### src/rtl/serial_adder_pkg.sv
// Shared types and defaults for the bit-serial adder.
package serial_adder_pkg;

  localparam int unsigned DEFAULT_WIDTH = 8;

  typedef enum logic [1:0] {
    IDLE = 2'd0,
    RUN  = 2'd1,
    DONE = 2'd2
  } state_e;

endpackage

### src/rtl/serial_adder_full_adder.sv
// Single-bit combinational full-adder cell.
module full_adder (
  input  logic a,
  input  logic b,
  input  logic c,
  output logic s,
  output logic co
);

  assign s  = a ^ b ^ c;
  assign co = (a & b) | (c & (a ^ b));

endmodule

### src/rtl/serial_adder.sv
// Bit-serial two's-complement adder: one full-adder cell, LSB first, WIDTH cycles per add.
module serial_adder
  import serial_adder_pkg::*;
#(
  parameter int unsigned WIDTH = DEFAULT_WIDTH
) (
  input  logic             clk,
  input  logic             rst_n,
  input  logic             start,
  input  logic [WIDTH-1:0] a,
  input  logic [WIDTH-1:0] b,
  input  logic             cin,
  output logic             busy,
  output logic             done,
  output logic [WIDTH-1:0] sum,
  output logic             cout,
  output logic             ovf
);

  localparam int unsigned CNT_W = (WIDTH > 1) ? $clog2(WIDTH) : 1;

  state_e           state_q, state_d;
  logic [WIDTH-1:0] sa_q, sa_d, sb_q, sb_d;
  logic [WIDTH-1:0] psum_q, psum_d, sum_q, sum_d;
  logic [CNT_W-1:0] cnt_q, cnt_d;
  logic             carry_q, carry_d;
  logic             cout_q, cout_d, ovf_q, ovf_d;
  logic             done_q, done_d, busy_q, busy_d;
  logic             fa_s, fa_co;

  full_adder u_fa (
    .a  (sa_q[0]),
    .b  (sb_q[0]),
    .c  (carry_q),
    .s  (fa_s),
    .co (fa_co)
  );

  always_comb begin
    state_d = state_q;
    sa_d    = sa_q;
    sb_d    = sb_q;
    psum_d  = psum_q;
    sum_d   = sum_q;
    cnt_d   = cnt_q;
    carry_d = carry_q;
    cout_d  = cout_q;
    ovf_d   = ovf_q;
    done_d  = 1'b0;
    case (state_q)
      IDLE, DONE: begin
        if (start) begin
          sa_d    = a;
          sb_d    = b;
          carry_d = cin;
          cnt_d   = '0;
          state_d = RUN;
        end else begin
          state_d = IDLE;
        end
      end
      RUN: begin
        psum_d  = {fa_s, psum_q[WIDTH-1:1]};
        sa_d    = {1'b0, sa_q[WIDTH-1:1]};
        sb_d    = {1'b0, sb_q[WIDTH-1:1]};
        carry_d = fa_co;
        cnt_d   = cnt_q + 1'b1;
        // Last bit: carry_q is the carry into the MSB, fa_co the carry out of it.
        if (cnt_q == CNT_W'(WIDTH - 1)) begin
          sum_d   = psum_d;
          cout_d  = fa_co;
          ovf_d   = carry_q ^ fa_co;
          done_d  = 1'b1;
          state_d = DONE;
        end
      end
      default: state_d = IDLE;
    endcase
    busy_d = (state_d == RUN);
  end

  always_ff @(posedge clk or negedge rst_n) begin
    if (!rst_n) begin
      state_q <= IDLE;
      sa_q    <= '0;
      sb_q    <= '0;
      psum_q  <= '0;
      sum_q   <= '0;
      cnt_q   <= '0;
      carry_q <= 1'b0;
      cout_q  <= 1'b0;
      ovf_q   <= 1'b0;
      done_q  <= 1'b0;
      busy_q  <= 1'b0;
    end else begin
      state_q <= state_d;
      sa_q    <= sa_d;
      sb_q    <= sb_d;
      psum_q  <= psum_d;
      sum_q   <= sum_d;
      cnt_q   <= cnt_d;
      carry_q <= carry_d;
      cout_q  <= cout_d;
      ovf_q   <= ovf_d;
      done_q  <= done_d;
      busy_q  <= busy_d;
    end
  end

  assign busy = busy_q;
  assign done = done_q;
  assign sum  = sum_q;
  assign cout = cout_q;
  assign ovf  = ovf_q;

endmodule

### config.mk
export PLATFORM = sky130hd
export DESIGN_NAME = serial_adder
export DESIGN_NICKNAME = d
export VERILOG_FILES = /design/src/rtl/serial_adder_pkg.sv /design/src/rtl/serial_adder_full_adder.sv /design/src/rtl/serial_adder.sv
export SDC_FILE = /design/constraint.sdc
export NUM_CORES = 1
export LEC_CHECK = 0
export CAP_MARGIN = 20
export CORE_UTILIZATION = 50
export DETAILED_ROUTE_END_ITERATION = 16
export PLACE_DENSITY = 0.75
export SYNTH_ARGS = -nofsm -noshare
export SYNTH_HDL_FRONTEND = slang
export SYNTH_HIERARCHICAL = 1
export SYNTH_SLANG_ARGS = --single-unit
### constraint.sdc
create_clock -name clk -period 1.7 [get_ports clk]
set_input_delay 0.34 -clock clk [delete_from_list [all_inputs] [get_ports clk]]
set_output_delay 0.34 -clock clk [all_outputs]
set_load 0.05 [all_outputs]
Yosys cells after proc, flatten, opt, wreduce, memory -nomap -nowiden
Cells that the tools add are included.
{"block": "totals", "register_bits": 42, "latchBits": 0, "mem_bits_rw": 0, "mem_bits_ro": 0, "inputBits": 20, "output_inout_bits": 12, "n_memories": 0}
{"block": "op_classes", "addsub": 1, "n_mul": 0, "n_div": 0, "magnitude_cmp": 0, "eq_ne": 5, "shift": 0, "muxes": 13, "bitwise_logic": 6, "n_reduce_logical": 5}
{"operator": "$pmux 8 s2", "n": 2}
{"operator": "$mux 8", "n": 2}
{"operator": "$pmux 3 s2", "n": 1}
{"operator": "$eq 2x1->1 const B", "n": 2}
{"operator": "$mux 1", "n": 4}
{"operator": "$pmux 2 s2", "n": 1}
{"operator": "$reduce_and 2->1", "n": 2}
{"operator": "$add 3x1->3 const B", "n": 1}
{"operator": "$eq 3x3->1 const B", "n": 1}
{"operator": "$mux 3", "n": 1}
{"operator": "$xor 1x1->1", "n": 3}
{"operator": "$and 1x1->1", "n": 2}
{"operator": "$eq 2x2->1 const B", "n": 1}
{"operator": "$logic_not 2->1", "n": 1}
{"operator": "$mux 2", "n": 1}
{"operator": "$ne 2x2->1 const B", "n": 1}
{"operator": "$pmux 1 s2", "n": 1}
{"operator": "$reduce_bool 2->1", "n": 1}
{"operator": "$reduce_or 2->1", "n": 1}
{"operator": "$or 1x1->1", "n": 1}

Logic depth before layout (Yosys ltp)
Gate-level depths: netlist of run 1.
{"block": "depth", "ltp_word": 4, "mapped_depth": 5, "mapped_depth_nobuf": 4}

By module
The synthesis of run 1 kept the hierarchy.
{"mod": "serial_adder", "n_inst": 1, "cells_each": 136, "area_per_inst_um2": 1963.1, "seq_area_each_um2": 1026.0}
{"mod": "full_adder", "n_inst": 1, "cells_each": 1, "area_per_inst_um2": 20.0, "seq_area_each_um2": 0.0}

Worst setup path before layout of run 1
OpenSTA, ideal clock, no wires.
{"block": "synth_timing", "path_type": "register to register", "from": "register cnt_q[0]", "to": "register cout_q, in the netlist cout", "arrival_ns": 1.340, "required_time_ns": 1.575, "path_slack_ns": 0.235, "path_stages_with_launch": 6, "path_cell_list": "dfrtp_1 > ha_1 > ha_1 > nand3b_4 > buf_6 > mux2_4"}
{"block": "synth_via", "elab_chain_len": 2}
{"element": "from (decl)", "line": "serial_adder.sv:25", "text": "logic [CNT_W-1:0] cnt_q, cnt_d;"}
{"element": "from (signal assigned)", "line": "serial_adder.sv:101", "text": "cnt_q <= cnt_d;"}
{"element": "$eq 3x3->1", "line": "serial_adder.sv:69", "text": "if (cnt_q == CNT_W'(WIDTH - 1)) begin"}
{"element": "$reduce_and 2->1 (no line)"}
{"element": "to (signal assigned)", "line": "serial_adder.sv:103", "text": "cout_q <= cout_d;"}
{"element": "to (decl)", "line": "serial_adder.sv:27", "text": "logic cout_q, cout_d, ovf_q, ovf_d;"}
Every way passes these cells.
A chain may end at the register's enable or synchronous reset.

Final worst setup path of run 1
{"block": "layout_timing", "from": "register cnt_q[0]", "to": "register sum_q[2], in the netlist sum[2]"}
{"block": "layout_via", "elab_chain_len": 2}
{"element": "$eq 3x3->1", "line": "serial_adder.sv:69"}
{"element": "$reduce_and 2->1 (no line)"}
{"element": "to (signal assigned)", "line": "serial_adder.sv:100", "text": "sum_q <= sum_d;"}
{"element": "to (decl)", "line": "serial_adder.sv:24", "text": "logic [WIDTH-1:0] psum_q, psum_d, sum_q, sum_d;"}
Every way passes these cells.

==> results of run 1 <==
## Yosys cell counts
cell type and n:
mux2i_1 47, dfrtp_1 41, mux2_2 10, mux2_4 8, buf_2 5, buf_6 3, inv_1 3, a22o_1 2
ha_1 2, nand3_1 2, o21ai_0 2, o22ai_1 2, a21o_1 1, buf_8 1, fa_1 1, mux2_1 1
nand2b_1 1, nand3b_4 1, nor2_1 1, nor3b_1 1, xnor2_1 1, xor2_1 1
## report_power, final
part           internal, mW  switching [mW]  total [mW]
clock                 0.479           0.320       0.798
combinational         0.949            1.04        1.99
sequential             1.42           0.323        1.74
total                  2.85            1.68        4.53
## layer usage
metal,GRT usage [%],up-vias
li1,-,559
met1,20.7,598
met2,32.0,26
met3,5.99,4
met4,5.00,0
met5,0,-
## cells by family after synthesis
group / Yosys count
adder cells (fa/ha/maj): 3
buffers and inverters: 12
multiplexers: 66
XOR/XNOR: 2
flip-flops: 41
AND/OR/NAND/NOR: 6
AO/OA/AOI/OAI: 7
## placed cells by master (no fill, tap or decap), types with 2 or more instances in the layout
| master | n |
|---|---|
| dfrtp_1 | 41 |
| mux2_4 | 8 |
| buf_4 | 17 |
| o21ai_0 | 2 |
| mux2i_1 | 47 |
| inv_1 | 3 |
| a22o_1 | 2 |
| ha_1 | 2 |
| clkdlybuf4s50_1 | 18 |
| nand3_1 | 2 |
| o22ai_1 | 2 |
| clkbuf_8 | 6 |
| mux2_2 | 10 |
## path summary, 6_finish.rpt
kind                            cells after the start        end  slack (ns)      from
max in group asynchronous                           2   cnt_q[2]        1.09     rst_n
min in group clk                                    1     sum[3]        0.51    sum[3]
worst min register to register                      1     sum[3]        0.51    sum[3]
worst max-delay path                                4     sum[2]        0.16  cnt_q[0]
worst max register to register                      4     sum[2]        0.16  cnt_q[0]
worst min-delay path                                1  psum_q[1]        0.04     rst_n
## sequential cells by signal, summed over array words and instances, names as in the netlist, 2 cells and up
name	cells
cnt_q	3
psum_q	7
sa_q	8
sb_q	8
state_q	2
sum	8
## worst reg2reg max path: cells and delay by family (launching register included)
family,cells,cell delay [ns]
fa+ha+maj,2,0.44
flops,1,0.40
mux,1,0.37
simple gates,1,0.22
## metrics by stage
step                cell area [um2]  power [mW]  hold WS (ns)  utilization, %
floorplan                      1980        3.27        0.0444               -
global placement               2300        3.67         0.363            61.5
detailed placement             2300        3.79         0.377            61.5
global route                   2420        4.82        0.0889            64.6
CTS                            2420        4.60        0.0590            64.6
finish                         2420        4.53        0.0450            64.6
## cell type report
cell class / instances / area (um2)
Clock buffer: 7 / 86.3
Timing Repair Buffer: 37 / 333
Inverter: 3 / 11.3
Multi-Input combinational cell: 84 / 872
Fill cell: 312 / 1330
Tap cell: 48 / 60.1
Sequential cell: 41 / 1030
Clock inverter: 1 / 30.0
==> impl_results.md, run 1 <==
- Status: finished, final reports clean
- Via Count: 1187
- Critical Path Fanout Max: 12
- Adder-cell share of the synthesized area: 2.27%
- Critical Path Start Type: register
- Simple logic cell fraction of the synthesized area: 2.40%
- Non-filler instance count after layout: 221
- Complex-gate fraction of the synthesized area: 2.40%
- Top layer in use: met4
- CTS root buffer: clkbuf_8
- Worst Hold Class: input pin to async pin
- Die Area: 4220 um2
- Worst setup margin: 0.163 ns
- Period minus WS final: 1.54 ns
- WL/cell: around 15 um
- Layout cell share with drive strength beyond 1: 26.0%
- Mean post-synth cell area: ~14 um2
- #FFs+latches synth: a little over 40
- YS warnings: 6
- Measured slew at the worst slew-check pin: slightly below 0.6 ns
- CTS HTree Levels: 2
- Setup total negative slack: 0 ns
- Remaining Overflow, GRT: 0
- RSZ-0062 raised after global routing: no
- Die span in x: around 65 um
- Register clock-pin slew on the reported worst setup and hold paths: 0.07 ns
- Worst clock skew: around 0.0028 ns
- Mux cell area share after synthesis: a little over a third
- Post-synth cell types: 22
- Die Ht: ~65 um
- Final setup violating endpoints: 0
- CP most frequent cell: ha_1
- Clk buf depth: 2
- Number of buffers created by CTS: 5
- Crit path required time: roughly 1.9 ns
- Pin count of the biggest net entering global routing: 28
- Critical path's top delay family: adder cells
- Max-Cap Viols: 0
- WL final: roughly 3200 um
- Core box area: around 3700 um2
- Peak Freq: 651 MHz
- CTS tree: yes
- Critical Path Max Stage Delay: 0.40 ns
- VDD IR max: 0.000841 V
- CP Capture Type: register
- Total track usage: between 10% and 20%
- DRC violations left: 0
- Placed wire-length estimate: 2340 um
- Post_cts resized: 0
- Post-Synth XOR/XNOR Area: 0.883%
- DR WL met2: 1670 um
- Buf/Inv on CP: 0
- Gp weighted congestion: roughly 0.7
- Slew Limit Fails: 0
- Synth Net Count: 160
- CP Data Arrival Time: ~1.7 ns
- Crit path kind: register to register
- Clk sinks: 41
- DR WL met3: 146 um
- Synth area leader: dfrtp_1
- First-pass GRT wire length: around 5700 um
- PwrDens: about 1900 nW/um2
- CP max-delay cell: dfrtp_1
- Final worst-path cycle share: 90.4%
- CP cell instances: ha_1 > ha_1 > nand3b_4 > mux2_2
- Clk_lat worst skew: about 0.29 ns
- Main combinational cell family by area after synthesis: multiplexers
- Placed Cells incl. Taps: 213
- Area grow syn2layout: 22.0%
- Final ANT Viol Nets: 0
- Mapped Area: between 1500 and 2000 um2
- Sequential fraction of the synthesis area: 51.7%
- Relative slew margins: between 60% and 70%
- Vias in the first global route: 1237
- # hold bufs at CTS: 0
- Vias per cell: 5.37
- Final hold viol count: 0
- Met1 Wirelength: 1400 um
- Synth Instances: 137
- Antenna diodes: 0
- Post-CTS Setup Repair Bufs: 0
- I/O Buffers: 31
- Io pins: 32
- Fin nets: 195
- Antenna violations before repair: 0
- Initial core utilization: 53.0%
- Pleak: 1.19 nW
- Top post-synthesis cells by area: dfrtp_1, mux2i_1, mux2_4
- Drt first pass iters: 3
- DRT iter0 DRCs: 54
- FP Rows: 22
- Share of the synthesized area in the top cell type: 51.7%
- Pre-CTS setup slack: 0.148 ns
(Power assumes the default switching activity.)
==> run 2: changes to the inputs <==
Settings changed: TNS_END_PERCENT from default to 30.
==> results of run 2 <==
No change in the layout: final DEF, timing and power equal those of run 1.
